File: src/rtl/rally_sequencer.sv
// rally_sequencer: match-flow controller for the game engine.
// Runs the match through idle, serve wait, rally, point pause and match over.
// It issues one-cycle start/serve strobes and a freeze level, can serve
// automatically after a timeout, and tracks rally-length statistics.
module rally_sequencer #(
  parameter int unsigned TICK_DIV         = 500000,
  parameter int unsigned PAUSE_TICKS      = 100,
  parameter int unsigned AUTO_SERVE_TICKS = 200
) (
  input  logic       clk,
  input  logic       rst,
  input  logic       start_btn,
  input  logic       serve_btn,
  input  logic       auto_serve,
  input  logic       hit,
  input  logic       goal,
  input  logic       p1_win,
  input  logic       p2_win,
  output logic [2:0] state,
  output logic       start_pulse,
  output logic       serve_pulse,
  output logic       freeze,
  output logic [7:0] rally_hits,
  output logic [7:0] best_rally
);

  localparam int unsigned DivW = (TICK_DIV > 1) ? $clog2(TICK_DIV) : 1;

  typedef enum logic [2:0] {
    StIdle       = 3'd0,
    StServeWait  = 3'd1,
    StRally      = 3'd2,
    StPointPause = 3'd3,
    StMatchOver  = 3'd4
  } state_e;

  state_e          st;
  logic            start_q;
  logic            serve_q;
  logic [DivW-1:0] div;
  logic [7:0]      ticks;

  logic            start_edge;
  logic            serve_edge;
  logic            tick;
  logic            pause_done;
  logic            auto_fire;
  logic [7:0]      hits_next;
  logic [7:0]      best_next;

  assign state = st;

  // Edge detection, tick decode and the rally statistics that feed the FSM.
  always_comb begin
    start_edge = start_btn & ~start_q;
    serve_edge = serve_btn & ~serve_q;
    tick       = (div == DivW'(TICK_DIV - 1));
    pause_done = tick && (ticks == 8'(PAUSE_TICKS - 1));
    auto_fire  = auto_serve && tick && (ticks == 8'(AUTO_SERVE_TICKS - 1));
    hits_next  = rally_hits;
    if (hit && (rally_hits != 8'hff)) begin
      hits_next = rally_hits + 8'd1;
    end
    // Includes a hit arriving in the same cycle as the goal.
    best_next = (hits_next > best_rally) ? hits_next : best_rally;
  end

  // Match FSM with registered strobes, freeze, timer and statistics.
  // Later assignments in a branch override the timer update, so every
  // transition clears div/ticks on entry to the new state.
  always_ff @(posedge clk or posedge rst) begin
    if (rst) begin
      st          <= StIdle;
      start_q     <= 1'b1;
      serve_q     <= 1'b1;
      div         <= '0;
      ticks       <= '0;
      start_pulse <= 1'b0;
      serve_pulse <= 1'b0;
      freeze      <= 1'b1;
      rally_hits  <= '0;
      best_rally  <= '0;
    end else begin
      start_q     <= start_btn;
      serve_q     <= serve_btn;
      start_pulse <= 1'b0;
      serve_pulse <= 1'b0;
      case (st)
        StIdle, StMatchOver: begin
          if (start_edge) begin
            start_pulse <= 1'b1;
            st          <= StServeWait;
            freeze      <= 1'b0;
            div         <= '0;
            ticks       <= '0;
          end
        end
        StServeWait: begin
          // Timer only runs while auto-serve is enabled; dropping it restarts.
          if (!auto_serve) begin
            div   <= '0;
            ticks <= '0;
          end else if (tick) begin
            div   <= '0;
            ticks <= ticks + 8'd1;
          end else begin
            div <= div + 1'b1;
          end
          if (serve_edge || auto_fire) begin
            serve_pulse <= 1'b1;
            rally_hits  <= '0;
            st          <= StRally;
            freeze      <= 1'b0;
            div         <= '0;
            ticks       <= '0;
          end
        end
        StRally: begin
          rally_hits <= hits_next;
          if (goal) begin
            best_rally <= best_next;
            st         <= StPointPause;
            freeze     <= 1'b1;
            div        <= '0;
            ticks      <= '0;
          end
        end
        StPointPause: begin
          if (tick) begin
            div   <= '0;
            ticks <= ticks + 8'd1;
          end else begin
            div <= div + 1'b1;
          end
          if (pause_done) begin
            div   <= '0;
            ticks <= '0;
            if (p1_win || p2_win) begin
              st     <= StMatchOver;
              freeze <= 1'b1;
            end else begin
              st     <= StServeWait;
              freeze <= 1'b0;
            end
          end
        end
        default: begin
          st     <= StIdle;
          freeze <= 1'b1;
          div    <= '0;
          ticks  <= '0;
        end
      endcase
    end
  end

endmodule

File: config.mk
export PLATFORM = sky130hd
export DESIGN_NAME = rally_sequencer
export DESIGN_NICKNAME = d
export VERILOG_FILES = /design/src/rtl/rally_sequencer.sv
export SDC_FILE = /design/constraint.sdc
export NUM_CORES = 1
export LEC_CHECK = 0
export CAP_MARGIN = 20
export CORE_MARGIN = 3
export CORE_UTILIZATION = 59
export CTS_BUF_LIST = sky130_fd_sc_hd__clkbuf_8
export CTS_CLUSTER_DIAMETER = 30
export DETAILED_ROUTE_END_ITERATION = 8
export PLACE_DENSITY = 0.93
export SYNTH_ARGS = -nofsm -noshare
export SYNTH_HDL_FRONTEND = slang
export SYNTH_SLANG_ARGS = --single-unit
File: constraint.sdc
create_clock -name clk -period 3.95 [get_ports clk]
set_input_delay 0.5925 -clock clk [delete_from_list [all_inputs] [get_ports clk]]
set_output_delay 0.5925 -clock clk [all_outputs]
set_load 0.1 [all_outputs]
# == Yosys cells after proc, flatten, opt, wreduce, memory -nomap -nowiden ==
# Cells that the tools add are included.
# op_classes
n_reduce_logical,13
n_mul,0
muxes,33
div_mod_pow,0
addsub,3
n_bitwise,4
n_lt_le_gt_ge,1
shift,0
eq_ne,12
# ops
op,n
19-bit 2-to-1 mux,6
19-bit case mux with 4 select lines,1
8-bit 2-to-1 mux,8
8-bit case mux with 4 select lines,1
19-bit by 1-bit adder with 19-bit output (second input constant),1
19-bit == test (second input constant),1
8-bit by 1-bit adder with 8-bit output (second input constant),2
8-bit case mux with 2 select lines,1
3-bit 2-to-1 mux,5
3-bit case mux with 4 select lines,1
1-bit 2-to-1 mux,9
8-bit by 7-bit == test with 1-bit output (second input constant),1
8-bit == test (second input constant),1
8-bit greater-than comparator,1
2-bit != test (second input constant),4
8-bit != test (second input constant),1
3-bit by 2-bit == test with 1-bit output (second input constant),2
1-bit logical AND,4
1-bit case mux with 4 select lines,1
2-bit AND reduction,2
4-bit AND reduction,1
3-bit by 1-bit == test with 1-bit output (second input constant),1
3-bit == test (second input constant),1
3-bit logical NOT,1
other kinds (6),9
# totals
ram_bits,0
elab_cells,76
out_inout_bits,22
romBits,0
memories,0
inputBits,9
reg_bits,51
latchBits,0

# == Logic depth before layout (Yosys ltp) ==
# depth
word_depth,6
depth_mapped,11

# == Worst setup path after synthesis ==
# Ideal clock, no wire load.
# synth_timing
kind,reg2reg
start,register rally_hits[0]
end,register best_rally[1]
path_stages_with_launch,12
required_ns,3.824
path_slack_ns,0.437
setup_time_ns,0.126
synth_period_minus_slack_ns,3.513
arrival_time_ns,3.387
path_cell_list,dfrtp_1 -> ha_1 -> nand3_1 -> o21ai_0 -> nor4_1 -> xor2_1 -> ha_1 -> nand2_1 -> o211ai_1 -> o2111ai_1 -> a21oi_2 -> mux2_2
# synth_via
elab_chain_len,5
# synth_rtl
item,line_no,rtl
from (decl),23,"output logic [7:0] rally_hits,"
from (signal assigned),119,rally_hits <= hits_next;
"parallel branches: the longest is 2 deep, another holds 8-bit by 1-bit adder with 8-bit output",n/a,
8-bit 2-to-1 mux *,61,if (hit && (rally_hits != 8'hff)) begin
via hits_next[7],48,logic [7:0] hits_next;
8-bit greater-than comparator *,65,best_next = (hits_next > best_rally) ? hits_next : best_rally;
3-bit AND reduction (no source line) *,n/a,
to (signal assigned),121,best_rally <= best_next;
to (decl),24,output logic [7:0] best_rally
# Mark *: on every way through the listed nets, which the timed path passes.
# A chain may end at the register's enable or synchronous reset.

# == Worst setup path after layout ==
# layout_timing
start,register rally_hits[0]
end,register best_rally[5]
# Same word-level chain as after synthesis.

==> results.yml <==
clocking:
  h-tree-depth: 2
  cts_hold_buf: 0
  cts_buffers: 5
  clock-sinks: 51
  post_cts_buffers: 0
  root_buffer: "clkbuf_8"
  path_clk_slew_ns: 0.10
  cts_resized: 0
  cts_tree: "built"
  clk_latency_ns: 0.31
  clk_path_buf_depth: 2
timing:
  min_period_ns: 3.22
  hold_viol: 0
  setup_tns_ns: 0
  fin_crit_sh: 0.816
  worst-slew-pin-transition_ns: 0.986
  rsz0062_at_grt: "no"
  finalMaxSlewViolations: 0
  setup_viol: 0
  fmax_mhz: 310
  fin_worst_skew_ns: 0.0122
  relSlewSlack: 0.341
routing:
  detail_route.vias_per_cell: 6.42
  wl_um: 7300
  final_antenna_net_count: 0
  vias: 2780
  first_pass_iters: 5
  dr.first_iter.drc_count: 172
  drc_errors: 0
  wl_per_cell_um: 16.9
layout:
  syn2layout_area_growth_pct: 13.6
  diodes: 0
  n_fill_cell: 368
  drive_above_1_share: 0.118
  final_net_count: 382
  layout.cells.non_filler: 433
synth:
  syn_area_per_cell_sq_um: 9.47
  ys_seq_elements: 51
  synth-edff-count: 0
  synth.distinct_cells: 59
  synth_top_area_frac: 0.375
  synthCells: 338
  netlist_area_sq_mm: 0.00320
  yosysTopAreaCell: "dfrtp_1"
  yosysMostFrequentCell: "dfrtp_1"
  ys.flop_type: "dfrtp_1"
  synth_warnings: 0
  seq_area_frac_synth: 0.400
  async_flop_share: 1.00
  ys_top_cells_by_count: "48 x dfrtp_1, 31 x nand2_1, 22 x nor2_1, 18 x o21ai_0, 17 x nand3_1"
  syn_nets: 358
  synthTopCellsByArea: "dfrtp_1 38%, ha_1 4.3%, nand2_1 3.6%, mux2_2 3.2%, a31oi_1 2.9%"
flow_run:
  max_cap_violations: 0
global_routing:
  grt.overflow.total: 0
  grt_first_pass_wirelength_um: 12500
  antenna_found_initial: 0
  grt.total_usage: 0.248
  grt_max_degree: 52
  grt_pass1_vias: 2693
power_and_ir_drop:
  ir_drop_mv: 0.273
  power_leakage_uw: 0.00149
  powerDensity_mw_per_mm2: 376
setup_path:
  path_buf_inv: 0
  startpoint_type: "flip-flop"
  r2r-start: "rally_hits[0]"
  worstPathRequired_ns: 4.15
  crit_chain: "ha_1 > nand3_1 > o21ai_0 > nor4_1 > xor2_1 > ha_1 > nand2_1 > o211ai_1 > o2111ai_1 > a21oi_2 > mux2_2"
  worstPathArrival_ns: 3.42
  reg2reg_depth: 11
  path_delay_family: "compound AO/OA/AOI/OAI gates"
  worstReg2RegEnd: "best_rally[5]"
  r2r_slack_ns: 0.73
  crit_top_cell: "ha_1"
  endpoint_kind: "flip-flop"
  cp_slowest_cell: "dfrtp_1"
  path_max_fanout: 8
  critical_path_class: "reg2reg"
  worst_path_largest_cell_delay_ns: 0.47
place:
  post-dp-hpwl_um: 5220
  place.gp.congestion: 0.895
  numPortBuffers: 30
  placedCellCount: 424
min_path:
  hp-start: "div[18]"
  holdPathEnd: "div[18]"
  hold_class: "reg2reg"
  hold_depth: 2
floorplanning:
  die_h_um: 79.6
  start_util: 0.619
  core_area_sq_mm: 0.00517
  pin_count: 31
  die_area_sq_mm: 0.00634
  die_w_um: 79.6
  rows: 26
status:
  run_status: "finished, final reports clean"
-- cell families (layout without fill, tap and decap cells) --
family                   count (synthesis)  count (layout)  share of synthesized area
adder cells (fa/ha/maj)                 11              11                     0.0430
AND/OR/NAND/NOR                        138             138                      0.260
buffers and inverters                   29              54                     0.0411
XOR/XNOR                                 9               9                     0.0246
multiplexers                            15              15                     0.0505
AO/OA/AOI/OAI                           85              85                      0.180
flip-flops                              51              51                      0.400
-- power breakdown --
part / switching [uW] / leakage [uW] / internal (uW)
clock: 181 / 0.0000453 / 122
combinational: 237 / 0.000782 / 141
sequential: 98.8 / 0.000664 / 586
total: 517 / 0.00149 / 849
-- worst reg2reg max path, cell delays in order (launching register included) --
cell       delay, ns
dfrtp_1         0.47
ha_1            0.27
nand3_1         0.14
o21ai_0         0.16
nor4_1          0.33
xor2_1          0.16
ha_1            0.35
nand2_1         0.08
o211ai_1        0.16
o2111ai_1       0.15
a21oi_2         0.44
mux2_2          0.40
-- registers in the layout (all words and copies together), names as in the netlist --
name	flops
best_rally	8
freeze	1
start_pulse	1
ticks	8
start_q	1
serve_q	1
div	19
state	3
serve_pulse	1
rally_hits	8
-- stage by stage --
stage | worst slack, ns | hold WS [ns] | total power, uW | area (sq um) | util
2_1_floorplan | 0.437 | 0.468 | 964 | 3200 | -
3_3_place_gp | 0.606 | 0.492 | 1050 | 3530 | 0.683
3_5_place_dp | 0.460 | 0.500 | 1070 | 3530 | 0.683
4_1_cts | 0.741 | 0.532 | 1370 | 3620 | 0.699
5_1_grt | 0.393 | 0.573 | 1440 | 3640 | 0.703
6_report | 0.726 | 0.533 | 1370 | 3640 | 0.703
-- cell usage in the layout (no fill, tap or decap), types with 2 or more instances in the layout --
| master | instances |
|---|---|
| nor4_4 | 3 |
| nor2b_1 | 2 |
| nor3_1 | 9 |
| xor2_1 | 3 |
| clkbuf_8 | 5 |
| nand2b_1 | 8 |
| a21oi_1 | 16 |
| a31oi_1 | 15 |
| mux2i_1 | 6 |
| o211ai_1 | 2 |
| o21a_1 | 2 |
| and4_1 | 2 |
| inv_1 | 12 |
| o31ai_1 | 7 |
| nand3_1 | 17 |
| nand2_1 | 31 |
| a21o_1 | 2 |
| xnor2_1 | 6 |
| mux2_2 | 9 |
| and4bb_2 | 2 |
| dfrtp_1 | 48 |
| ha_1 | 11 |
| nor2_1 | 22 |
| nand4_1 | 11 |
| dfstp_2 | 3 |
| o21ai_0 | 18 |
| nor4bb_1 | 2 |
| clkdlybuf4s50_1 | 30 |
| nor4_1 | 6 |
| buf_4 | 3 |
| and3_1 | 5 |
| nor3_2 | 4 |
| or3_1 | 2 |
| a22o_1 | 6 |
| a41oi_1 | 5 |
-- worst max path at each step --
stage	start	to	slack [ns]	depth (start not counted)
floorplan	rally_hits[0]	best_rally[1]	0.44	11
finish	rally_hits[0]	best_rally[5]	0.73	11
detailed placement	hit	best_rally[5]	0.46	10
global placement	hit	best_rally[6]	0.61	10
CTS	rally_hits[0]	best_rally[5]	0.74	11
global route	rally_hits[0]	best_rally[3]	0.39	11
-- metal layers --
metal	track usage	routed length (um)	vias to the layer above
li1	-	-	1317
met1	0.319	3140	1341
met2	0.415	3630	108
met3	0.0463	417	14
met4	0.0911	120	0
met5	0	0	-
-- layout make-up --
type	count	area, sq um	area share
Sequential cell	51	1280	0.352
Clock inverter	3	16.3	0.00447
Timing Repair Buffer	34	343	0.0943
Clock buffer	5	68.8	0.0189
Tap cell	70	87.6	0.0241
Inverter	12	45.0	0.0124
Multi-Input combinational cell	258	1800	0.494
No activity file was read; power rests on OpenSTA's default activity.
